<file path="src/rtl/norm_shift_seq.sv">
// Iterative normalization shifter: left-shifts the unrounded fraction up to STEP bits per cycle.
// Result valid 1+ceil(s/STEP) cycles after capture; accepts only in IDLE, holds the result until out_ready.
module norm_shift_seq #(
  parameter int STEP = 16
) (
  input  logic        clk,
  input  logic        rst,
  input  logic        in_valid,
  output logic        in_ready,
  input  logic [56:0] fr_in,
  input  logic [12:0] er_in,
  input  logic        db_in,
  input  logic        tiny_in,
  input  logic        ovf1_in,
  input  logic [5:0]  lz_in,
  output logic        out_valid,
  input  logic        out_ready,
  output logic [56:0] fn_out,
  output logic [12:0] en_out,
  output logic        db_out,
  output logic        tiny_out,
  output logic        ovf_out
);

  typedef enum logic [1:0] {IDLE, SHIFT, DONE} state_t;

  localparam logic [5:0] STEP_W = 6'(STEP);

  state_t      state_q, state_d;
  logic [56:0] fn_q, fn_d;
  logic [12:0] en_q, en_d;
  logic        db_q, db_d;
  logic        tiny_q, tiny_d;
  logic        ovf_q, ovf_d;
  logic [5:0]  rem_q, rem_d;

  logic signed [12:0] emin, emax;
  logic [13:0]        diff;
  logic [5:0]         cap_s;
  logic [56:0]        cap_fn;
  logic [12:0]        cap_en;
  logic               cap_ovf;
  logic [5:0]         d;

  // Operand decode at capture: the exponent is final here, only the fraction is shifted later.
  always_comb begin
    emin   = db_in ? -13'sd1022 : -13'sd126;
    emax   = db_in ? 13'sd1023 : 13'sd127;
    diff   = {er_in[12], er_in} - {emin[12], emin};
    cap_s  = 6'd0;
    cap_fn = fr_in;
    cap_en = er_in;
    if (fr_in == 57'd0) begin
      cap_fn = 57'd0;
      cap_en = 13'd0;
    end else if (ovf1_in) begin
      cap_fn = {1'b0, fr_in[56:2], fr_in[1] | fr_in[0]};
      cap_en = er_in + 13'd1;
    end else begin
      if (!tiny_in)
        cap_s = lz_in;
      else if (diff[13])
        cap_s = 6'd0;
      else if (diff < {8'd0, lz_in})
        cap_s = diff[5:0];
      else
        cap_s = lz_in;
      cap_en = er_in - {7'd0, cap_s};
    end
    cap_ovf = $signed(cap_en) > emax;
  end

  always_ff @(posedge clk) begin
    if (rst) begin
      state_q <= IDLE;
      fn_q    <= 57'd0;
      en_q    <= 13'd0;
      db_q    <= 1'b0;
      tiny_q  <= 1'b0;
      ovf_q   <= 1'b0;
      rem_q   <= 6'd0;
    end else begin
      state_q <= state_d;
      fn_q    <= fn_d;
      en_q    <= en_d;
      db_q    <= db_d;
      tiny_q  <= tiny_d;
      ovf_q   <= ovf_d;
      rem_q   <= rem_d;
    end
  end

  always_comb begin
    state_d = state_q;
    fn_d    = fn_q;
    en_d    = en_q;
    db_d    = db_q;
    tiny_d  = tiny_q;
    ovf_d   = ovf_q;
    rem_d   = rem_q;
    d       = (rem_q > STEP_W) ? STEP_W : rem_q;
    case (state_q)
      IDLE: begin
        if (in_valid) begin
          fn_d    = cap_fn;
          en_d    = cap_en;
          db_d    = db_in;
          tiny_d  = tiny_in;
          ovf_d   = cap_ovf;
          rem_d   = cap_s;
          state_d = (cap_s == 6'd0) ? DONE : SHIFT;
        end
      end
      SHIFT: begin
        fn_d  = fn_q << d;
        rem_d = rem_q - d;
        if (rem_d == 6'd0)
          state_d = DONE;
      end
      DONE: begin
        if (out_ready)
          state_d = IDLE;
      end
      default: state_d = IDLE;
    endcase
  end

  assign in_ready  = (state_q == IDLE);
  assign out_valid = (state_q == DONE);
  assign fn_out    = fn_q;
  assign en_out    = en_q;
  assign db_out    = db_q;
  assign tiny_out  = tiny_q;
  assign ovf_out   = ovf_q;

endmodule

</file>
<file path="config.mk">
export PLATFORM = sky130hd
export DESIGN_NAME = norm_shift_seq
export DESIGN_NICKNAME = d
export VERILOG_FILES = /design/src/rtl/norm_shift_seq.sv
export SDC_FILE = /design/constraint.sdc
export NUM_CORES = 1
export LEC_CHECK = 0
export CAP_MARGIN = 30
export CORE_MARGIN = 4
export CORE_UTILIZATION = 54
export CTS_CLUSTER_DIAMETER = 200
export DETAILED_ROUTE_END_ITERATION = 8
export GPL_ROUTABILITY_DRIVEN = 0
export PLACE_DENSITY_LB_ADDON = 0.12
export SLEW_MARGIN = 15
export SYNTH_ARGS = -nofsm -noshare
export SYNTH_HDL_FRONTEND = slang
export SYNTH_SLANG_ARGS = --single-unit
</file>
<file path="constraint.sdc">
create_clock -name clk -period 10.68 [get_ports clk]
set_input_delay 2.136 -clock clk [delete_from_list [all_inputs] [get_ports clk]]
set_output_delay 2.136 -clock clk [all_outputs]
set_load 0.03 [all_outputs]
</file>
==> flow_summary.toml <==
[sta]
timing.final.crit_share_pct = 84.96
fmax_mhz = 110.2
slew_violations = 0
slew-limit-headroom_pct = 39.45
tns_ps = 0
hold_viol_final = 0
fin_crit_ps = 9074
setup_viol = 0
finClkSkew_ps = 7.872
tightest_slew_ps = 908.3
grt_setup_unrepaired = "no"

[clock_tree]
cts_sinks = 81
numCtsBuffers = 9
post_cts_resized = 0
hold_buffers = 0
path_clk_slew_ps = 70
cts_root_buffer = "clkbuf_16"
clk_latency_ps = 350
h-tree-depth = 3
cts_setup_buffers = 0
tritoncts = "yes"
cts_buffer_depth = 2

[final_layout]
drive_above_1_share_pct = 5.390
final_cell_mix = "mux2i_1 (200), clkdlybuf4s50_1 (155), nor2_1 (145)"
diodes = 0
finalInstanceArea_mm2 = 0.01011
area_delta_synth_final_pct = 23.76
regArea_mm2 = 0.001622
fin_nets = 1311
fill_cells = 1270
layout_commonest_cell = "mux2i_1"
multi_input_area_mm2 = 0.006133

[die]
dieArea_mm2 = 0.01715
core_region_area_mm2 = 0.01470
num_rows = 44
die_h_um = 131.0
die_w_um = 131.0
ios = 158
initial_core_util_pct = 55.56

[run_status]
status = "finished, final reports clean"

[grt]
grt_pass1_vias = 8661
grt_usage_pct = 32.52
antenna_found_initial = 0
grt_overflow = 0
grt_max_degree = 83
grt_pass1_wl_um = 44640

[pwr]
power_leakage_nw = 4.492
power_density_mw_per_mm2 = 134.1
vdd_ir_drop_max_v = 0.00008494

[routing]
met3_length_um = 2882
viasPerCell = 6.634
first_pass_iters = 5
routed_wirelength_um = 28760
drcViolationCount = 0
vias = 9221
wl_met2_um = 13050
wl_per_cell_um = 20.69
ant_nets = 0
wl_met1_um = 11520
highest_layer = "met4"
first_iter_violations = 1293

[synth]
synth_edf_count = 0
synthCells = 1104
syn-cell-area_mm2 = 0.008167
syn_area_per_cell_um2 = 7.397
yosysSeqAreaShare_pct = 19.86
ys_seq_elements = 81
syn_nets = 1214
ys_warn_count = 0
synthArstFlopShare_pct = 0
synthFlopType = "dfxtp_1"
synth.distinct_cells = 71

[setup_path]
crit_top_cell = "ha_1"
setup.worst_path.start_class = "input pin"
worstSetupPathDepth = 29
worst_path_largest_cell_delay_ps = 500
endpoint_kind = "register"
critPathKind = "in -> reg"
r2r_cells = 13
path_buf_inv = 3
critPathTopFamily = "compound AO/OA/AOI/OAI gates"
cp.arrival_ps = 9320
crit_start = "er_in[1]"
crit_fanout = 10
rr_endpoint = "fn_out[38]$_SDFFE_PP0P_"
slowest_stage = "clkdlybuf4s50_1"
r2r_slack_ps = 6350
crit_end = "ovf_out$_SDFFE_PP0P_"
crit-reg2reg-launch = "rem_q[3]$_SDFFE_PP0P_"
cp_data_required_time_ps = 10930

[hold_path]
min_from = "en_out[10]$_SDFFE_PP0P_"
hold_depth = 2
hold_path.class = "reg -> reg"

[place]
dp_hpwl_um = 21340
portBuffers = 157
placed_cell_area_mm2 = 0.009784

[run]
cap_violations = 0
## cell usage after synthesis (3+ instances only)
cell type  instances  area share [%]
nor2b_1            7            0.54
buf_2              8            0.49
dfxtp_1           81              20
xnor2_1            7            0.75
or2_2              4            0.31
nand3_1           10            0.61
nand4_1            4            0.31
nor2_1           147             6.8
xor2_1             6            0.64
clkbuf_1          65             3.0
a31oi_1            9            0.69
mux2i_1          200              25
ha_1              26             4.0
nand2b_1           6            0.46
a22oi_1            9            0.83
or3_1              4            0.31
a21oi_1           77             4.7
buf_1             14            0.64
and3_1             7            0.54
a221oi_1           9            0.97
nand2_1          116             5.3
a211oi_1          25             2.3
inv_1             22             1.0
o221ai_1          20             2.1
o21ai_0           45             2.8
o21a_1             4            0.37
nor4_1            21             1.6
and2_1             3            0.23
o21bai_1           3            0.28
nor3b_1            3            0.28
nor3_1            54             3.3
a311oi_1          20             2.1
mux2_2             6            0.83
o22ai_1           14             1.1
## flip-flops by register name, summed over array words and instances, names as in the netlist
name,count
state_q,2
tiny_out,1
rem_q,6
db_out,1
ovf_out,1
fn_out,57
en_out,13
## kinds of logic after synthesis
kind of cell	share of synthesized area [%]
AO/OA/AOI/OAI	21.97
XOR/XNOR	1.394
adder cells (fa/ha/maj)	4.229
buffers and inverters	5.408
flip-flops	19.86
multiplexers	25.34
other	0.04592
AND/OR/NAND/NOR	21.76
## tightest hold or removal path, stage by stage (launching register included)
cell and delay [ps]:
dfxtp_1 310, nand2_1 50, a21oi_1 50
## how the worst min path moves through the flow
stage / endpoint
finish: en_out[10]$_SDFFE_PP0P_
global route: db_out$_SDFFE_PP0P_
CTS: db_out$_SDFFE_PP0P_
detailed placement: en_out[4]$_SDFFE_PP0P_
global placement: en_out[10]$_SDFFE_PP0P_
floorplan: rem_q[0]$_SDFFE_PP0P_
## area by class of cell
class,instances,share of cell area [%]
Tap cell,184,2.278
Clock inverter,7,0.6932
Inverter,22,0.8170
Multi-Input combinational cell,912,60.68
Timing Repair Buffer,175,17.26
Clock buffer,9,2.228
Sequential cell,81,16.04
## stage by stage
step / hold slack [ps] / utilization [%] / power [mW] / instances / setup slack (ps)
after floorplan: 506.7 / - / 0.7985 / 1104 / 2528
after global placement: 444.4 / 66.19 / 1.013 / 1369 / 1601
after detailed placement: 443.8 / 66.56 / 1.023 / 1372 / 1379
after CTS: 461.0 / 68.57 / 1.343 / 1388 / 1716
after global routing: 483.5 / 68.76 / 1.424 / 1390 / 1183
final: 458.1 / 68.76 / 1.355 / 1390 / 1606
## power by group
part           total (mW)  leakage (nW)  switching (mW)  internal [mW]
logic               0.652          3.68           0.397          0.255
clock network       0.321         0.146           0.139          0.181
registers           0.383         0.669          0.0432          0.340
total                1.36          4.49           0.579          0.776
## per-layer routing
| metal | global-route usage [%] | up-vias |
|---|---|---|
| met3 | 6.382 | 107 |
| met5 | 0 | - |
| li1 | - | 4283 |
| met1 | 41.97 | 4244 |
| met2 | 51.79 | 587 |
| met4 | 16.03 | 0 |
No activity file was read; power rests on OpenSTA's default activity.
